===== src/rtl/sb_elastic_stage.sv =====
// sb_elastic_stage
//   Two-entry elastic buffer between a valid/ready producer and consumer,
//   with statistics counters and a sticky "all-ones word seen" flag.
//   in_ready and every downstream output come straight from flops, so the
//   stage fully breaks timing paths in both directions.
//
// Ports
//   clk, nreset                 clock, asynchronous active-low reset
//   flush                       synchronous discard of everything buffered
//   in_data/in_dest/in_last     upstream word, offered with in_valid
//   in_ready                    stage can take a word this cycle
//   out_data/out_dest/out_last  head-of-buffer word, offered with out_valid
//   out_ready                   downstream takes the head word
//   word_cnt, pkt_cnt           output transfers / output transfers with last
//   drop_cnt                    words thrown away by flush
//   term_seen                   sticky: an all-ones out_data was transferred
module sb_elastic_stage #(
  parameter int DW = 256,
  parameter int CW = 32
) (
  input  logic          clk,
  input  logic          nreset,
  input  logic          flush,
  input  logic [DW-1:0] in_data,
  input  logic [31:0]   in_dest,
  input  logic          in_last,
  input  logic          in_valid,
  output logic          in_ready,
  output logic [DW-1:0] out_data,
  output logic [31:0]   out_dest,
  output logic          out_last,
  output logic          out_valid,
  input  logic          out_ready,
  output logic [CW-1:0] word_cnt,
  output logic [CW-1:0] pkt_cnt,
  output logic [CW-1:0] drop_cnt,
  output logic          term_seen
);

  localparam int EW = DW + 33;

  // Entry layout: {data, dest, last}
  logic [EW-1:0] head_q, head_d;
  logic [EW-1:0] tail_q, tail_d;
  logic [EW-1:0] in_entry;
  logic [1:0]    occ_q, occ_d;
  logic          push, pop;
  logic [1:0]    drop_inc;
  logic [CW+1:0] drop_sum;

  localparam logic [CW+1:0] DROP_MAX = {2'b00, {CW{1'b1}}};

  assign in_entry = {in_data, in_dest, in_last};
  assign push     = in_valid & in_ready;
  assign pop      = out_valid & out_ready;

  assign out_data = head_q[EW-1:33];
  assign out_dest = head_q[32:1];
  assign out_last = head_q[0];

  // Words lost to a flush: everything held plus a word accepted that cycle.
  assign drop_inc = occ_q + {1'b0, push};
  assign drop_sum = {2'b00, drop_cnt} + {{CW{1'b0}}, drop_inc};

  always_comb begin
    occ_d  = occ_q;
    head_d = head_q;
    tail_d = tail_q;
    if (flush) begin
      occ_d = 2'd0;
    end else begin
      case (occ_q)
        2'd0: begin
          if (push) begin
            head_d = in_entry;
            occ_d  = 2'd1;
          end
        end
        2'd1: begin
          case ({push, pop})
            2'b11: head_d = in_entry;
            2'b10: begin
              tail_d = in_entry;
              occ_d  = 2'd2;
            end
            2'b01: occ_d = 2'd0;
            default: ;
          endcase
        end
        2'd2: begin
          // in_ready is low when full, so only a pop can happen here.
          if (pop) begin
            head_d = tail_q;
            occ_d  = 2'd1;
          end
        end
        default: occ_d = 2'd0;
      endcase
    end
  end

  always_ff @(posedge clk or negedge nreset) begin
    if (!nreset) begin
      occ_q     <= 2'd0;
      head_q    <= '0;
      tail_q    <= '0;
      out_valid <= 1'b0;
      in_ready  <= 1'b0;
      word_cnt  <= '0;
      pkt_cnt   <= '0;
      drop_cnt  <= '0;
      term_seen <= 1'b0;
    end else begin
      occ_q     <= occ_d;
      head_q    <= head_d;
      tail_q    <= tail_d;
      out_valid <= (occ_d != 2'd0);
      in_ready  <= (occ_d != 2'd2);

      // A pop coinciding with flush is discarded, so it is not counted.
      if (pop && !flush) begin
        if (word_cnt != {CW{1'b1}}) word_cnt <= word_cnt + 1'b1;
        if (out_last && (pkt_cnt != {CW{1'b1}})) pkt_cnt <= pkt_cnt + 1'b1;
        if (&out_data) term_seen <= 1'b1;
      end

      if (flush) begin
        if (drop_sum > DROP_MAX) drop_cnt <= {CW{1'b1}};
        else                     drop_cnt <= drop_sum[CW-1:0];
      end
    end
  end

endmodule


===== config.mk =====
export PLATFORM = sky130hd
export DESIGN_NAME = sb_elastic_stage
export DESIGN_NICKNAME = d
export VERILOG_FILES = /design/src/rtl/sb_elastic_stage.sv
export SDC_FILE = /design/constraint.sdc
export NUM_CORES = 1
export LEC_CHECK = 0
export CORE_AREA = 4 4 260 262
export DETAILED_ROUTE_END_ITERATION = 12
export DIE_AREA = 0 0 264 266
export HOLD_SLACK_MARGIN = 0.1
export PLACE_DENSITY = 0.71
export RECOVER_POWER = 100
export SLEW_MARGIN = 5
export SYNTH_ARGS = -nofsm -noshare
export SYNTH_HDL_FRONTEND = slang
export SYNTH_SLANG_ARGS = --single-unit

===== constraint.sdc =====
create_clock -name clk -period 3.2 [get_ports clk]
set_input_delay 0.96 -clock clk [delete_from_list [all_inputs] [get_ports clk]]
set_output_delay 0.96 -clock clk [all_outputs]
set_load 0.02 [all_outputs]

## Word-level counts from Yosys, hierarchy flattened

Cells that the tools add are included.
Widths: inputs -> output; s select.

- Register bits: 679
- Bits in latches: 0
- Memory bits (writable): 0
- Bits in read-only memories: 0
- Bits of input ports: 294
- Output and inout bits: 388
- Word-level logic and storage cells: 49
- Memories: 0

- Add/sub/neg operators: 4
- $mul: 0
- Divide/modulo/power cells: 0
- $lt $le $gt $ge: 1
- Eq/ne operators: 11
- Shifts and indexed selects: 0
- Multiplexer cells: 10
- Bitwise logic cells: 3
- Reduce and logical (&&, ||, !) cells: 11

Operators by type and width:

| operator | count |
|---|---|
| $mux 289 | 3 |
| $pmux 289 s3 | 1 |
| $reduce_and 257->1 | 1 |
| $add 32x1->32 const B | 2 |
| $ne 32x32->1 const B | 2 |
| $add 32x2->33 | 1 |
| $gt 33x32->1 const B | 1 |
| $mux 32 | 1 |
| $eq 2x2->1 const B | 3 |
| $mux 2 | 3 |
| $ne 2x2->1 const B | 3 |
| $pmux 2 s3 | 1 |
| $reduce_and 5->1 | 1 |
| $eq 2x1->1 const B | 2 |
| $pmux 2 s2 | 1 |
| $reduce_and 2->1 | 2 |
| $reduce_and 3->1 | 1 |
| $reduce_bool 3->1 | 1 |
| $add 2x1->2 | 1 |
| $and 1x1->1 | 2 |
| $logic_and 1x1->1 | 2 |
| $logic_not 2->1 | 1 |
| $ne 2x1->1 const B | 1 |
| $reduce_bool 2->1 | 1 |
| other kinds (2) | 2 |

## Logic depth before layout (Yosys ltp)

- Depth in word-level cells: 6
- Gate-level depth with buffers: 12
- Depth with buffers taken out: 11

## Worst setup path after synthesis

No wires, ideal clock.

- Kind: input-to-reg
- Start: input port in_valid
- End: register drop_cnt[30]
- Arrival time: 3151 ps
- Required time: 3075 ps
- Path slack: -75 ps
- Stages on the path: 11
- Cells stage by stage: and2_1 > inv_1 > ha_1 > ha_1 > inv_1 > fa_1 > and4b_1 > nand3_1 > nor3_4 > nand4_1 > mux2_2

- Cells in the longest elaborated chain, start to end: 5

Ends and longest elaborated chain:

| item | RTL line | text |
|---|---|---|
| from (decl) | 27 | `input logic in_valid,` |
| $and 1x1->1 (*) | 54 | `assign push = in_valid & in_ready;` |
| $add 2x1->2 (*) | 62 | `assign drop_inc = occ_q + {1'b0, push};` |
| $add 32x2->33 (*) | 63 | `assign drop_sum = {2'b00, drop_cnt} + {{CW{1'b0}}, drop_inc};` |
| $gt 33x32->1 | 128 | `if (drop_sum > DROP_MAX) drop_cnt <= {CW{1'b1}};` |
| $mux 32 (*) | 128 |  |
| to (signal assigned) | 128 |  |
| to (signal assigned) | 129 | `else drop_cnt <= drop_sum[CW-1:0];` |
| to (decl) | 36 | `output logic [CW-1:0] drop_cnt,` |

Mark *: on every way between the ends. The rest lies on a longest branch, timed or not.
A chain may end at the register's enable or synchronous reset.

## Worst setup path in the final report

- Start: input port in_valid
- End: register drop_cnt[7]

Same word-level chain as after synthesis.

==> results.tsv <==
metric	value	unit
cpMaxStageDelayCell	or3_4	
worstPathRequired	3730	ps
critPathMaxFanout	7	
startpoint_type	primary input	
synth_edf_count	0	
drt-pass1-iter-count	5	
grt_max_degree	84	
critPathLaunch	in_valid	
cp.depth	13	
p_total	30.59	mW
chipWidth	264	µm
hold_class	reg -> reg	
r2r_setup_slack	360	ps
vdd_drop_max	0.0005567	V
drc	0	
power_switching	9.878	mW
synth.top_cell.area_share	57.76	%
clock_skew	32.50	ps
drv_slew	58	
avgViaCountPerCell	5.429	
drt_iter0_drc	1466	
synth_area	0.02942	mm²
synth_xor_area_share	1.816	%
outcome	complete, but fails checks	
synth_fa_ha_area_share	0.4083	%
async_flop_share	100.0	%
start_util	44.99	%
yosys_register_bits	679	
stdcell_count	4102	
die_y	266	µm
post_drt_wl_per_cell	22.18	µm
cts-root-buf	clkbuf_16	
synth_top_cell_by_area	dfrtp_1	
grt_pass1_vias	23090	
critPathMaxStageDelay	420	ps
finalNetCount	3463	
comb_power_share	27.4	%
p_sw_share	32.29	%
min_period_over_period	97.64	%
criticalPathCategory	in -> reg	
p_per_area	766.3	mW/mm²
clock_latency	600	ps
cp.arrival	3650	ps
finalWirelength	91000	µm
yosys.area_share.simple	10.12	%
cts_tree	yes	
syn_inst	2444	
max_cap_violations	1	
syn_to_final_growth	35.71	%
r2r_cells	12	
num_vias	22270	
antenna_left	0	
critPathCapture	drop_cnt[7]	
cp.buffers_inverters	4	
relSlewSlack	-28.66	%
synth_flop_cell	dfrtp_1	
grt_setup_unrepaired	no	
synth.area.mux_share	21.20	%
grt_first_pass_wirelength	138800	µm
design.core.area	0.06539	mm²
clockPowerShare	27.2	%
cp-end-kind	flop	
layout_commonest_cell	dfrtp_1	
die_area	0.07022	mm²
violations	max-capacitance violations, max-slew violations	
drive_gt1_share	15.81	%
crit_chain	dlygate4sd2_1 > and2_1 > inv_1 > ha_1 > ha_1 > inv_1 > fa_2 > and4b_1 > nand4_1 > or3_4 > buf_4 > nand3_1 > o21a_1	
io_pins	682	
cts.sinks	679	
place_ws	-791.0	ps
clk_path_buf_depth	3	
htreeDepth	3	
setup-violations-final	0	
max_freq	320.1	MHz
finalCriticalPeriod	3124	ps
port_buffers	681	
p_seq_share	45.4	%
cts_buffers	73	
gp_congestion	0.9236	
p_leak	17.30	nW
yosysSeqAreaShare	57.76	%
synth.net_count	2747	
r2r_end	drop_cnt[7]	
num_rows	94	
track_usage	25.20	%
worstReg2RegStart	in_ready	
antenna_found_initial	32	
worst_path_dominant_cell_family	simple AND/OR/NAND/NOR gates	
yosys-top-cells-area	dfrtp_1, mux2_2, mux2i_1, o21ai_0, nand2_1	
yosys_warnings	0	
layout_common_cells	dfrtp_1, dlygate4sd3_1, nand2_1	
finalWorstSetupSlack	75.51	ps
dp_hpwl	68540	µm
ys_types	59	
hold_viol	0	
overflow	0	
avgSynthCellArea	12.04	µm²
synth_top_family_by_area	multiplexers	
dp_cells	3948	
internal_power	20.72	mW
worst_pin_slew	1930	ps
clk_pin_slew	60	ps
synth_compound_area_share	6.197	%
-- synthesized netlist by cell type, types with 3 or more instances --
master    count
inv_1        17
nand2_1     330
xnor2_1      41
or3_1         5
and3_1       20
nand4_1      91
a31oi_1      13
buf_4         4
nor2_1       33
nor3_1       14
o21a_1        8
clkbuf_1     36
xor2_1       20
dfrtp_1     679
nand3_1      39
buf_2        98
nor3b_1       3
mux2_2      296
and4_1       11
ha_1          8
a21oi_1      24
nor2b_1       3
mux2i_1     289
and2_1       10
o21ai_0     290
nor4_1       22
-- sequential cells by signal (all words and copies together) (netlist names) --
| register | flops |
|---|---|
| occ_q | 2 |
| word_cnt | 32 |
| drop_cnt | 32 |
| head_q | 289 |
| pkt_cnt | 32 |
| in_ready | 1 |
| term_seen | 1 |
| tail_q | 289 |
| out_valid | 1 |
-- per-stage QoR --
stage	setup TNS [ps]	util (%)	area (µm²)	hold WS, ps
floorplan	0	-	29420	479.2
global placement	-20260	57.87	37840	450.7
detailed placement	-23130	57.87	37840	460.6
CTS	0	61.51	40220	330.8
global route	0	61.03	39910	478.2
finish	0	61.05	39920	466.1
-- worst reg2reg max path, delay by kind of cell, from the launching register on --
family / cells / cell delay (ps)
AOI/OAI and AO/OA: 1 / 130
adders and majority gates: 3 / 780
buffers and inverters: 3 / 300
DFF: 1 / 390
and+or+nand+nor: 5 / 1180
-- worst min path at each step --
stage                     startpoint          end  cells after the start
after floorplan            tail_q[0]    tail_q[0]                      1
after CTS                     nreset  tail_q[197]                      1
after global routing       term_seen    term_seen                      1
final                      term_seen    term_seen                      1
after global placement     term_seen    term_seen                      1
after detailed placement   term_seen    term_seen                      1
-- what timing repair did --
action / 4_1_cts / 5_1_grt
endpoints found under the setup margin: 29 / 1
resized for setup: 4 / 1
endpoints found under the hold margin: 0 / 0
buffers inserted: 1 / 0
hold buffers: 0 / 0
-- cells by family after synthesis --
family,after synthesis
AO/OA/AOI/OAI,345
multiplexers,586
XOR/XNOR,61
buffers and inverters,157
adder cells (fa/ha/maj),9
AND/OR/NAND/NOR,607
flip-flops,679
-- power groups by stage --
stage               clock [mW]  combinational (mW)  sequential (mW)
floorplan                    0                3.22             14.8
global placement             0                8.72             13.8
detailed placement           0                8.97             14.0
CTS                       8.51                9.01             13.9
global route              8.91                9.05             14.2
finish                    8.31                8.39             13.9
-- metal layers --
metal  global-route usage, %  vias to the layer above  routed length, µm
met5                       0                        -                 91
met4                   10.98                       16               3858
met3                   7.406                      192               6883
met2                   41.65                      732              44280
met1                   30.98                    11120              35880
li1                        -                    10200                  -
-- area by class of cell --
class                           instances  area, µm²
Antenna cell                           25      62.56
Clock buffer                          113       2178
Clock inverter                         15      177.7
Fill cell                            5261      25470
Inverter                               17      63.81
Multi-Input combinational cell       1608      11710
Sequential cell                       679      16990
Tap cell                              864       1081
Timing Repair Buffer                  781       7662
(Power assumes the default switching activity.)
